$ cat config.mk
export PLATFORM = sky130hd
export DESIGN_NAME = uart_rx_frontend_flat
export DESIGN_NICKNAME = d
export VERILOG_FILES = /design/src/rtl/uart_rx_frontend_if.sv /design/src/rtl/uart_rx_frontend.sv /design/src/flat_wrapper.sv
export SDC_FILE = /design/constraint.sdc
export NUM_CORES = 1
export LEC_CHECK = 0
export CAP_MARGIN = 25
export CORE_MARGIN = 2
export CORE_UTILIZATION = 34
export CTS_BUF_LIST = sky130_fd_sc_hd__clkbuf_16
export DETAILED_ROUTE_END_ITERATION = 6
export DONT_BUFFER_PORTS = 1
export GPL_TIMING_DRIVEN = 0
export MAX_ROUTING_LAYER = met4
export SYNTH_ARGS = -nofsm -noshare
export SYNTH_HDL_FRONTEND = slang
export SYNTH_SLANG_ARGS = --single-unit
$ cat constraint.sdc
create_clock -name uart_clk -period 2.4 [get_ports uart_clk]
set_clock_uncertainty 0.05 [all_clocks]
set_input_delay 0.12 -clock uart_clk [delete_from_list [all_inputs] [get_ports uart_clk]]
set_output_delay 0.12 -clock uart_clk [all_outputs]
set_load 0.005 [all_outputs]
$ cat src/rtl/uart_rx_frontend_if.sv
`timescale 1ns/1ps
`default_nettype none
// ============================================================================
//  Module      : uart_rx_frontend_if
//  Description : FIFO write-port bundle between the UART receiver (master)
//                and the dual-clock FIFO write side (slave).
//  Revision    : 1.0 - initial release
// ============================================================================
interface uart_rx_frontend_if #(
    parameter int DATA_WIDTH = 8
) ();
    logic [DATA_WIDTH-1:0] fifo_wr_data;
    logic                  fifo_wr_en;
    logic                  fifo_full;

    // Receiver side: produces data and push strobe, observes full
    modport master (
        output fifo_wr_data,
        output fifo_wr_en,
        input  fifo_full
    );

    // FIFO side: consumes data and push strobe, reports full
    modport slave (
        input  fifo_wr_data,
        input  fifo_wr_en,
        output fifo_full
    );
endinterface
`default_nettype wire

$ cat src/rtl/uart_rx_frontend.sv
`timescale 1ns/1ps
`default_nettype none
// ============================================================================
//  Module      : uart_rx_frontend
//  Description : Oversampling UART receiver on uart_clk. Deserialises 8N1
//                frames LSB first, pushes good bytes into the FIFO write port
//                and pulses framing / overrun (and optional parity) errors.
//                Optional macro UART_PARITY_EN adds an even-parity bit
//                between the data bits and the stop bit.
//  Revision    : 1.0 - initial release
// ============================================================================
module uart_rx_frontend #(
    parameter int CLK_FREQ   = 18_432_000,
    parameter int BAUD_RATE  = 115_200,
    parameter int OVERSAMPLE = 16,
    parameter int DATA_WIDTH = 8
) (
    input  wire logic         uart_clk,
    input  wire logic         uart_rst_n,
    input  wire logic         rx_in,
    uart_rx_frontend_if.master fifo,
    output logic              rx_busy,
    output logic              frame_err,
    output logic              overrun_err,
    output logic              parity_err
);

    // ------------------------------------------------------------------------
    // Derived constants
    // ------------------------------------------------------------------------
    localparam int C_DIV   = CLK_FREQ / (BAUD_RATE * OVERSAMPLE);
    localparam int C_DIV_W = (C_DIV > 1) ? $clog2(C_DIV) : 1;
    localparam int C_SMP_W = $clog2(OVERSAMPLE);
    localparam int C_BIT_W = $clog2(DATA_WIDTH);

    localparam logic [C_DIV_W-1:0] C_DIV_LAST  = C_DIV_W'(C_DIV - 1);
    localparam logic [C_SMP_W-1:0] C_MID_START = C_SMP_W'(OVERSAMPLE / 2 - 1);
    localparam logic [C_SMP_W-1:0] C_SMP_LAST  = C_SMP_W'(OVERSAMPLE - 1);
    localparam logic [C_BIT_W-1:0] C_BIT_LAST  = C_BIT_W'(DATA_WIDTH - 1);

    localparam logic [2:0] C_ST_IDLE   = 3'd0;
    localparam logic [2:0] C_ST_START  = 3'd1;
    localparam logic [2:0] C_ST_DATA   = 3'd2;
    localparam logic [2:0] C_ST_PARITY = 3'd3;
    localparam logic [2:0] C_ST_STOP   = 3'd4;
    localparam logic [2:0] C_ST_BREAK  = 3'd5;

    // Elaboration-time configuration checks
    generate
        if (C_DIV < 1) begin : g_bad_div
            $error("uart_rx_frontend: CLK_FREQ too low for BAUD_RATE*OVERSAMPLE");
        end
        if ((OVERSAMPLE < 8) || (OVERSAMPLE % 2 != 0)) begin : g_bad_oversample
            $error("uart_rx_frontend: OVERSAMPLE must be even and >= 8");
        end
        if ((DATA_WIDTH < 5) || (DATA_WIDTH > 9)) begin : g_bad_width
            $error("uart_rx_frontend: DATA_WIDTH must be 5..9");
        end
    endgenerate

    // ------------------------------------------------------------------------
    // Signals
    // ------------------------------------------------------------------------
    logic                  r_rx_meta;
    logic                  r_rx_s;
    logic [2:0]            r_state;
    logic [2:0]            w_next_state;
    logic [C_DIV_W-1:0]    r_div_cnt;
    logic [C_SMP_W-1:0]    r_smp_cnt;
    logic [C_BIT_W-1:0]    r_bit_cnt;
    logic [DATA_WIDTH-1:0] r_shreg;

    logic                  w_tick;
    logic [C_SMP_W-1:0]    w_smp_target;
    logic                  w_mid;
    logic                  w_stop_mid;
    logic                  w_push_req;
    logic                  w_frame_req;
    logic                  w_overrun_req;
    logic                  w_parity_req;

    // Two-flop synchroniser; resets to the idle (high) line level
    always_ff @(posedge uart_clk or negedge uart_rst_n) begin
        if (!uart_rst_n) begin
            r_rx_meta <= 1'b1;
            r_rx_s    <= 1'b1;
        end else begin
            r_rx_meta <= rx_in;
            r_rx_s    <= r_rx_meta;
        end
    end

    // Oversample tick and mid-bit detection. START waits half a bit, every
    // later bit waits a full bit from the previous mid-point.
    assign w_tick       = (r_state != C_ST_IDLE) && (r_div_cnt == C_DIV_LAST);
    assign w_smp_target = (r_state == C_ST_START) ? C_MID_START : C_SMP_LAST;
    assign w_mid        = w_tick && (r_smp_cnt == w_smp_target);

    // Divider and sample counters; held at zero in IDLE so START begins fresh
    always_ff @(posedge uart_clk or negedge uart_rst_n) begin
        if (!uart_rst_n) begin
            r_div_cnt <= '0;
            r_smp_cnt <= '0;
        end else if (r_state == C_ST_IDLE) begin
            r_div_cnt <= '0;
            r_smp_cnt <= '0;
        end else begin
            r_div_cnt <= w_tick ? '0 : (r_div_cnt + C_DIV_W'(1));
            if (w_mid) begin
                r_smp_cnt <= '0;
            end else if (w_tick) begin
                r_smp_cnt <= r_smp_cnt + C_SMP_W'(1);
            end
        end
    end

    // Shift register and bit counter: LSB arrives first, so shift right
    always_ff @(posedge uart_clk or negedge uart_rst_n) begin
        if (!uart_rst_n) begin
            r_shreg   <= '0;
            r_bit_cnt <= '0;
        end else if (r_state == C_ST_IDLE) begin
            r_bit_cnt <= '0;
        end else if ((r_state == C_ST_DATA) && w_mid) begin
            r_shreg   <= {r_rx_s, r_shreg[DATA_WIDTH-1:1]};
            r_bit_cnt <= r_bit_cnt + C_BIT_W'(1);
        end
    end

`ifdef UART_PARITY_EN
    logic r_par_flag;

    // Parity mismatch flag: cleared per frame, set when the received parity
    // bit does not make the total count of ones even
    always_ff @(posedge uart_clk or negedge uart_rst_n) begin
        if (!uart_rst_n) begin
            r_par_flag <= 1'b0;
        end else if (r_state == C_ST_START) begin
            r_par_flag <= 1'b0;
        end else if ((r_state == C_ST_PARITY) && w_mid) begin
            r_par_flag <= (r_rx_s != (^r_shreg));
        end
    end
`endif

    // FSM state register
    always_ff @(posedge uart_clk or negedge uart_rst_n) begin
        if (!uart_rst_n) begin
            r_state <= C_ST_IDLE;
        end else begin
            r_state <= w_next_state;
        end
    end

    // FSM next-state logic
    always_comb begin
        w_next_state = r_state;
        case (r_state)
            C_ST_IDLE: begin
                if (!r_rx_s) w_next_state = C_ST_START;
            end
            C_ST_START: begin
                if (w_mid) w_next_state = r_rx_s ? C_ST_IDLE : C_ST_DATA;
            end
            C_ST_DATA: begin
                if (w_mid && (r_bit_cnt == C_BIT_LAST)) begin
`ifdef UART_PARITY_EN
                    w_next_state = C_ST_PARITY;
`else
                    w_next_state = C_ST_STOP;
`endif
                end
            end
            C_ST_PARITY: begin
                if (w_mid) w_next_state = C_ST_STOP;
            end
            C_ST_STOP: begin
                if (w_mid) w_next_state = r_rx_s ? C_ST_IDLE : C_ST_BREAK;
            end
            C_ST_BREAK: begin
                if (r_rx_s) w_next_state = C_ST_IDLE;
            end
            default: w_next_state = C_ST_IDLE;
        endcase
    end

    // FSM output logic: stop-bit verdict and busy indication.
    // Frame error beats parity error, which beats the full/overrun decision.
    always_comb begin
        w_stop_mid    = (r_state == C_ST_STOP) && w_mid;
        w_frame_req   = w_stop_mid && !r_rx_s;
`ifdef UART_PARITY_EN
        w_parity_req  = w_stop_mid && r_rx_s && r_par_flag;
`else
        w_parity_req  = 1'b0;
`endif
        w_overrun_req = w_stop_mid && r_rx_s && !w_parity_req && fifo.fifo_full;
        w_push_req    = w_stop_mid && r_rx_s && !w_parity_req && !fifo.fifo_full;
        rx_busy       = (r_state == C_ST_START) || (r_state == C_ST_DATA) ||
                        (r_state == C_ST_PARITY) || (r_state == C_ST_STOP);
    end

    // Registered push strobe, data and error pulses; data only moves on push
    always_ff @(posedge uart_clk or negedge uart_rst_n) begin
        if (!uart_rst_n) begin
            fifo.fifo_wr_en   <= 1'b0;
            fifo.fifo_wr_data <= '0;
            frame_err         <= 1'b0;
            overrun_err       <= 1'b0;
        end else begin
            fifo.fifo_wr_en <= w_push_req;
            frame_err       <= w_frame_req;
            overrun_err     <= w_overrun_req;
            if (w_push_req) begin
                fifo.fifo_wr_data <= r_shreg;
            end
        end
    end

`ifdef UART_PARITY_EN
    // Registered parity error pulse
    always_ff @(posedge uart_clk or negedge uart_rst_n) begin
        if (!uart_rst_n) begin
            parity_err <= 1'b0;
        end else begin
            parity_err <= w_parity_req;
        end
    end
`else
    assign parity_err = 1'b0;
`endif

endmodule
`default_nettype wire

$ cat src/flat_wrapper.sv
// flat-port wrapper written by rule: the top's interface ports become plain ports
module uart_rx_frontend_flat 
#(
    parameter int CLK_FREQ   = 18_432_000,
    parameter int BAUD_RATE  = 115_200,
    parameter int OVERSAMPLE = 16,
    parameter int DATA_WIDTH = 8
)
  (uart_clk, uart_rst_n, rx_in, rx_busy, frame_err, overrun_err, parity_err, fifo_fifo_wr_data, fifo_fifo_wr_en, fifo_fifo_full);
  uart_rx_frontend_if #(.DATA_WIDTH(DATA_WIDTH)) fifo_i ();
  input  wire logic uart_clk;
  input  wire logic uart_rst_n;
  input  wire logic rx_in;
  output logic rx_busy;
  output logic frame_err;
  output logic overrun_err;
  output logic parity_err;
  output wire logic [$bits(fifo_i.fifo_wr_data)-1:0] fifo_fifo_wr_data;
  output wire logic [$bits(fifo_i.fifo_wr_en)-1:0] fifo_fifo_wr_en;
  input wire logic [$bits(fifo_i.fifo_full)-1:0] fifo_fifo_full;
  assign fifo_fifo_wr_data = fifo_i.fifo_wr_data;
  assign fifo_fifo_wr_en = fifo_i.fifo_wr_en;
  assign fifo_i.fifo_full = fifo_fifo_full;
  uart_rx_frontend #(.CLK_FREQ(CLK_FREQ), .BAUD_RATE(BAUD_RATE), .OVERSAMPLE(OVERSAMPLE), .DATA_WIDTH(DATA_WIDTH)) u_core (.uart_clk(uart_clk), .uart_rst_n(uart_rst_n), .rx_in(rx_in), .fifo(fifo_i), .rx_busy(rx_busy), .frame_err(frame_err), .overrun_err(overrun_err), .parity_err(parity_err));
endmodule
==> out/qor.log <==
qor: power.swShare 18.9%
qor: worst_hold_path.timing.hold.worst_path_depth 3
qor: routing.average_detailed_routed_wire_length_per_instance 13.4 um
qor: critical_path.reg2reg_depth 6
qor: routing.detail_route.wirelength 2580 um
qor: floorplan.die_y 73.0 um
qor: critical_path.regToRegStartpoint u_core.r_div_cnt[1]$_DFF_PN0_
qor: floorplan.die_width 73.0 um
qor: logic_synthesis.top_cell_type_s_share_of_synthesized_area 51.0%
qor: logic_synthesis.main_combinational_cell_family_by_area_after_synthesis simple AND/OR/NAND/NOR gates
qor: logic_synthesis.synth.yosys.warnings 0
qor: timing.maxSlewHeadroom 35.6%
qor: global_routing.grt_pass1_vias 992
qor: flow_run.drv.max_cap_violation_count 0
qor: logic_synthesis.synth_nets 136
qor: logic_synthesis.synth.cell_area 0.00162 mm2
qor: worst_hold_path.worst_hold_startpoint fifo_fifo_full
qor: routing.drt-vias-per-instance 5.05
qor: logic_synthesis.post_synthesis_instance_total 127
qor: logic_synthesis.fraction_of_the_mapped_netlist_area_in_adder_cells 3.87%
qor: timing.report.final.hold_viol_count 0
qor: placement.global_placement_routability_congestion 0.783
qor: logic_synthesis.post_synth_main_area_contributors sky130_fd_sc_hd__dfrtp_1, sky130_fd_sc_hd__mux2_4, sky130_fd_sc_hd__mux2_1
qor: timing.worstMarginPinSlew 959 ps
qor: clock_tree.htreeDepth 2
qor: critical_path.timing.critical_path.fanout_max 10
qor: floorplan.effective_utilization_at_floorplan 34.7%
qor: clock_tree.clk_transition_reported_paths 50 ps
qor: layout.final_cell_area 0.00187 mm2
qor: timing.setup_violations 0
qor: layout.layout_cells_sized_above_1 20.9%
qor: logic_synthesis.synth-xor-area-share 1.62%
qor: power.powerDensity 643 mW/mm2
qor: clock_tree.cts_buffers 5
qor: clock_tree.worstSkewPairLatency 270 ps
qor: logic_synthesis.synth.largest_area_cell sky130_fd_sc_hd__dfrtp_1
qor: routing.residual_drc 0
qor: global_routing.global_route_wire_length_before_repair 4520 um
qor: placement.count_of_input_and_output_buffers 0
qor: clock_tree.ctsLongestPathBuffers 2
qor: timing.final.period_utilization 88.9%
qor: critical_path.setup.worst_path.start_class flop
qor: layout.diodes 0
qor: critical_path.cell_with_the_biggest_individual_delay_on_the_critical_path sky130_fd_sc_hd__nor4_2
qor: outcome.status complete, no violations
qor: timing.finalMaxSlewViolations 0
qor: floorplan.std_cell_rows 25
qor: logic_synthesis.synth_simple_gate_area_share 16.6%
qor: logic_synthesis.synth_seq_area_share 54.3%
qor: logic_synthesis.synth-edff-count 0
qor: logic_synthesis.ff_latch_count_synth 35
qor: power.worst_ir_drop_vdd 0.000361 V
qor: critical_path.arrival 2230 ps
qor: logic_synthesis.muxShareOfSynthArea 16.3%
qor: timing.post_layout_min_period 2130 ps
qor: logic_synthesis.async_flop_share 100%
qor: timing.timing.setup.tns 0 ps
qor: floorplan.core_area 0.00466 mm2
qor: global_routing.maximum_number_of_pins_on_one_net_before_global_route_repair 36
qor: routing.detailroute.via_count 974
qor: clock_tree.post-cts-setup-buffer-count 0
qor: layout.syn2layout_area_growth 15.8%
qor: power.combPwrFrac 1.9%
qor: global_routing.grt_antenna_before_repair 0
qor: clock_tree.clock_tree.root_cell sky130_fd_sc_hd__clkbuf_16
qor: clock_tree.postCtsResizedCells 0
qor: critical_path.worst-endpoint-required 2500 ps
qor: timing.achievable-frequency 0.469 GHz
qor: global_routing.grt-ovfl-total 0
qor: logic_synthesis.synth_area_per_cell 12.7 um2
qor: placement.post_dp_cell_area 0.00169 mm2
qor: logic_synthesis.synthFlopType sky130_fd_sc_hd__dfrtp_1
qor: worst_hold_path.min-delay-path-class primary input to flop
qor: critical_path.critical_path_cell_list inv_1 -> ha_1 -> nand3b_1 -> nor4_2 -> buf_4 -> mux2_1
qor: floorplan.die_area 0.00533 mm2
qor: power.internal_power 977 uW
qor: critical_path.cp_slowest_stage_delay 410 ps
qor: logic_synthesis.post_synth_num_cell_types 39
qor: critical_path.worst_r2r_endpoint u_core.r_shreg[1]$_DFFE_PN0P_
qor: global_routing.overall_routing_resource_usage 11.5%
qor: critical_path.critical_path_class flop to flop
qor: routing.first_pass_iters 4
qor: floorplan.ios 17
qor: routing.ant_nets 0
qor: routing.initial_drt_markers 42
qor: clock_tree.cts_tree yes
qor: worst_hold_path.hold_end u_core.fifo.fifo_wr_data[7]$_DFFE_PN0P_
qor: placement.post-dp-hpwl 1810 um
qor: layout.layout_common_cells sky130_fd_sc_hd__dfrtp_1, sky130_fd_sc_hd__nor2_1, sky130_fd_sc_hd__mux2_1
qor: power.power.leakage 0.000952 uW
qor: power.seqPwrFrac 49.5%
qor: power.total_switching_power 228 uW
qor: power.power.share.clock 48.7%
qor: logic_synthesis.synthesized_area_fraction_occupied_by_ao_oa_aoi_and_oai_cells 4.64%
qor: layout.finalNetCount 147
qor: clock_tree.cts_sinks 35
qor: critical_path.worst-r2r-setup-slack 270 ps
qor: timing.setup_repair_after_global_routing_missed_its_margin false
qor: layout.layout_commonest_cell sky130_fd_sc_hd__dfrtp_1
qor: timing.hold_slack 189 ps
qor: critical_path.worst_setup_ep_type flop
flip-flops by register name, indices dropped and copies added, names as in the netlist:
signal / cells
u_core.fifo.fifo_wr_data: 8
u_core.r_shreg: 8
u_core.r_div_cnt: 4
u_core.r_smp_cnt: 4
u_core.r_bit_cnt: 3
u_core.r_state: 3
u_core.fifo.fifo_wr_en: 1
u_core.frame_err: 1
u_core.overrun_err: 1
u_core.r_rx_meta: 1
u_core.r_rx_s: 1
through the flow:
stage                     setup slack (ps)  utilization, %  total power [uW]  cells
after global placement                 305            36.2               609    181
after floorplan                        525               -               609    127
after detailed placement               241            36.2               610    181
after CTS                              230            40.2              1230    193
final                                  266            40.2              1200    193
after global routing                   155            40.2              1260    193
critical path, delay by kind of cell, from the launching register on:
kind / cells / cell delay [ps]
adders and majority gates: 1 / 170
DFF: 1 / 400
and+or+nand+nor: 2 / 720
muxes: 1 / 340
buffers and inverters: 2 / 320
area by class of cell:
cell class	count	area [um2]
fill	446	2790
sequential	35	878
multi-input combinational	85	701
clock buffer	5	125
tap	54	67.6
timing repair buffer	4	50.0
buffer	5	31.3
clock inverter	3	12.5
inverter	2	7.51
worst max-delay path by stage:
stage	start	endpoint	slack (ps)
2_1_floorplan	u_core.r_div_cnt[1]$_DFF_PN0_	u_core.r_bit_cnt[1]$_DFFE_PN0P_	530
5_1_grt	u_core.r_div_cnt[1]$_DFF_PN0_	u_core.r_shreg[0]$_DFFE_PN0P_	150
6_report	u_core.r_div_cnt[1]$_DFF_PN0_	u_core.r_shreg[1]$_DFFE_PN0P_	270
4_1_cts	u_core.r_div_cnt[1]$_DFF_PN0_	u_core.r_shreg[0]$_DFFE_PN0P_	230
3_5_place_dp	u_core.r_div_cnt[1]$_DFF_PN0_	u_core.r_shreg[0]$_DFFE_PN0P_	240
3_3_place_gp	u_core.r_div_cnt[1]$_DFF_PN0_	u_core.r_shreg[6]$_DFFE_PN0P_	300
cells by family after synthesis:
family                     count (synthesis)
xor gates and xnor gates                   3
muxes                                     21
and+or+nand+nor                           44
buffers and inverters                      7
AOI/OAI and AO/OA                         11
adders and majority gates                  5
DFF                                       35
other                                      1
cell usage after synthesis (2+ instances only):
library cell,instances
sky130_fd_sc_hd__inv_1,2
sky130_fd_sc_hd__nor3_1,4
sky130_fd_sc_hd__ha_1,5
sky130_fd_sc_hd__mux2_4,8
sky130_fd_sc_hd__mux2i_1,2
sky130_fd_sc_hd__dfstp_2,2
sky130_fd_sc_hd__a21oi_1,5
sky130_fd_sc_hd__nor2b_1,2
sky130_fd_sc_hd__dfrtp_1,33
sky130_fd_sc_hd__mux2_2,2
sky130_fd_sc_hd__nor2_1,12
sky130_fd_sc_hd__xnor2_1,2
sky130_fd_sc_hd__nand2b_1,2
sky130_fd_sc_hd__buf_4,3
sky130_fd_sc_hd__nand2_1,8
sky130_fd_sc_hd__and3_1,3
sky130_fd_sc_hd__and3b_1,2
sky130_fd_sc_hd__mux2_1,9
routing by layer:
metal	global-route usage, %	part of all wire [%]	up-vias
met2	17.4	48	19
li1	-	-	465
met4	3.09	0.46	0
met5	-	0	-
met1	13.8	46	488
met3	5.52	5.4	2
power groups by stage:
stage	combinational, uW	clock (uW)	sequential, uW
after floorplan	3.60	0	605
after global placement	3.71	0	606
after detailed placement	3.72	0	606
after CTS	23.5	606	596
after global routing	25.9	634	596
final	22.3	586	596
what timing repair did:
action / in CTS / in global routing
hold buffers: 4 / 0
endpoints found under the hold margin: 38 / 0
setup endpoints to repair: 0 / 0
Power figures use the tool's default switching activity.
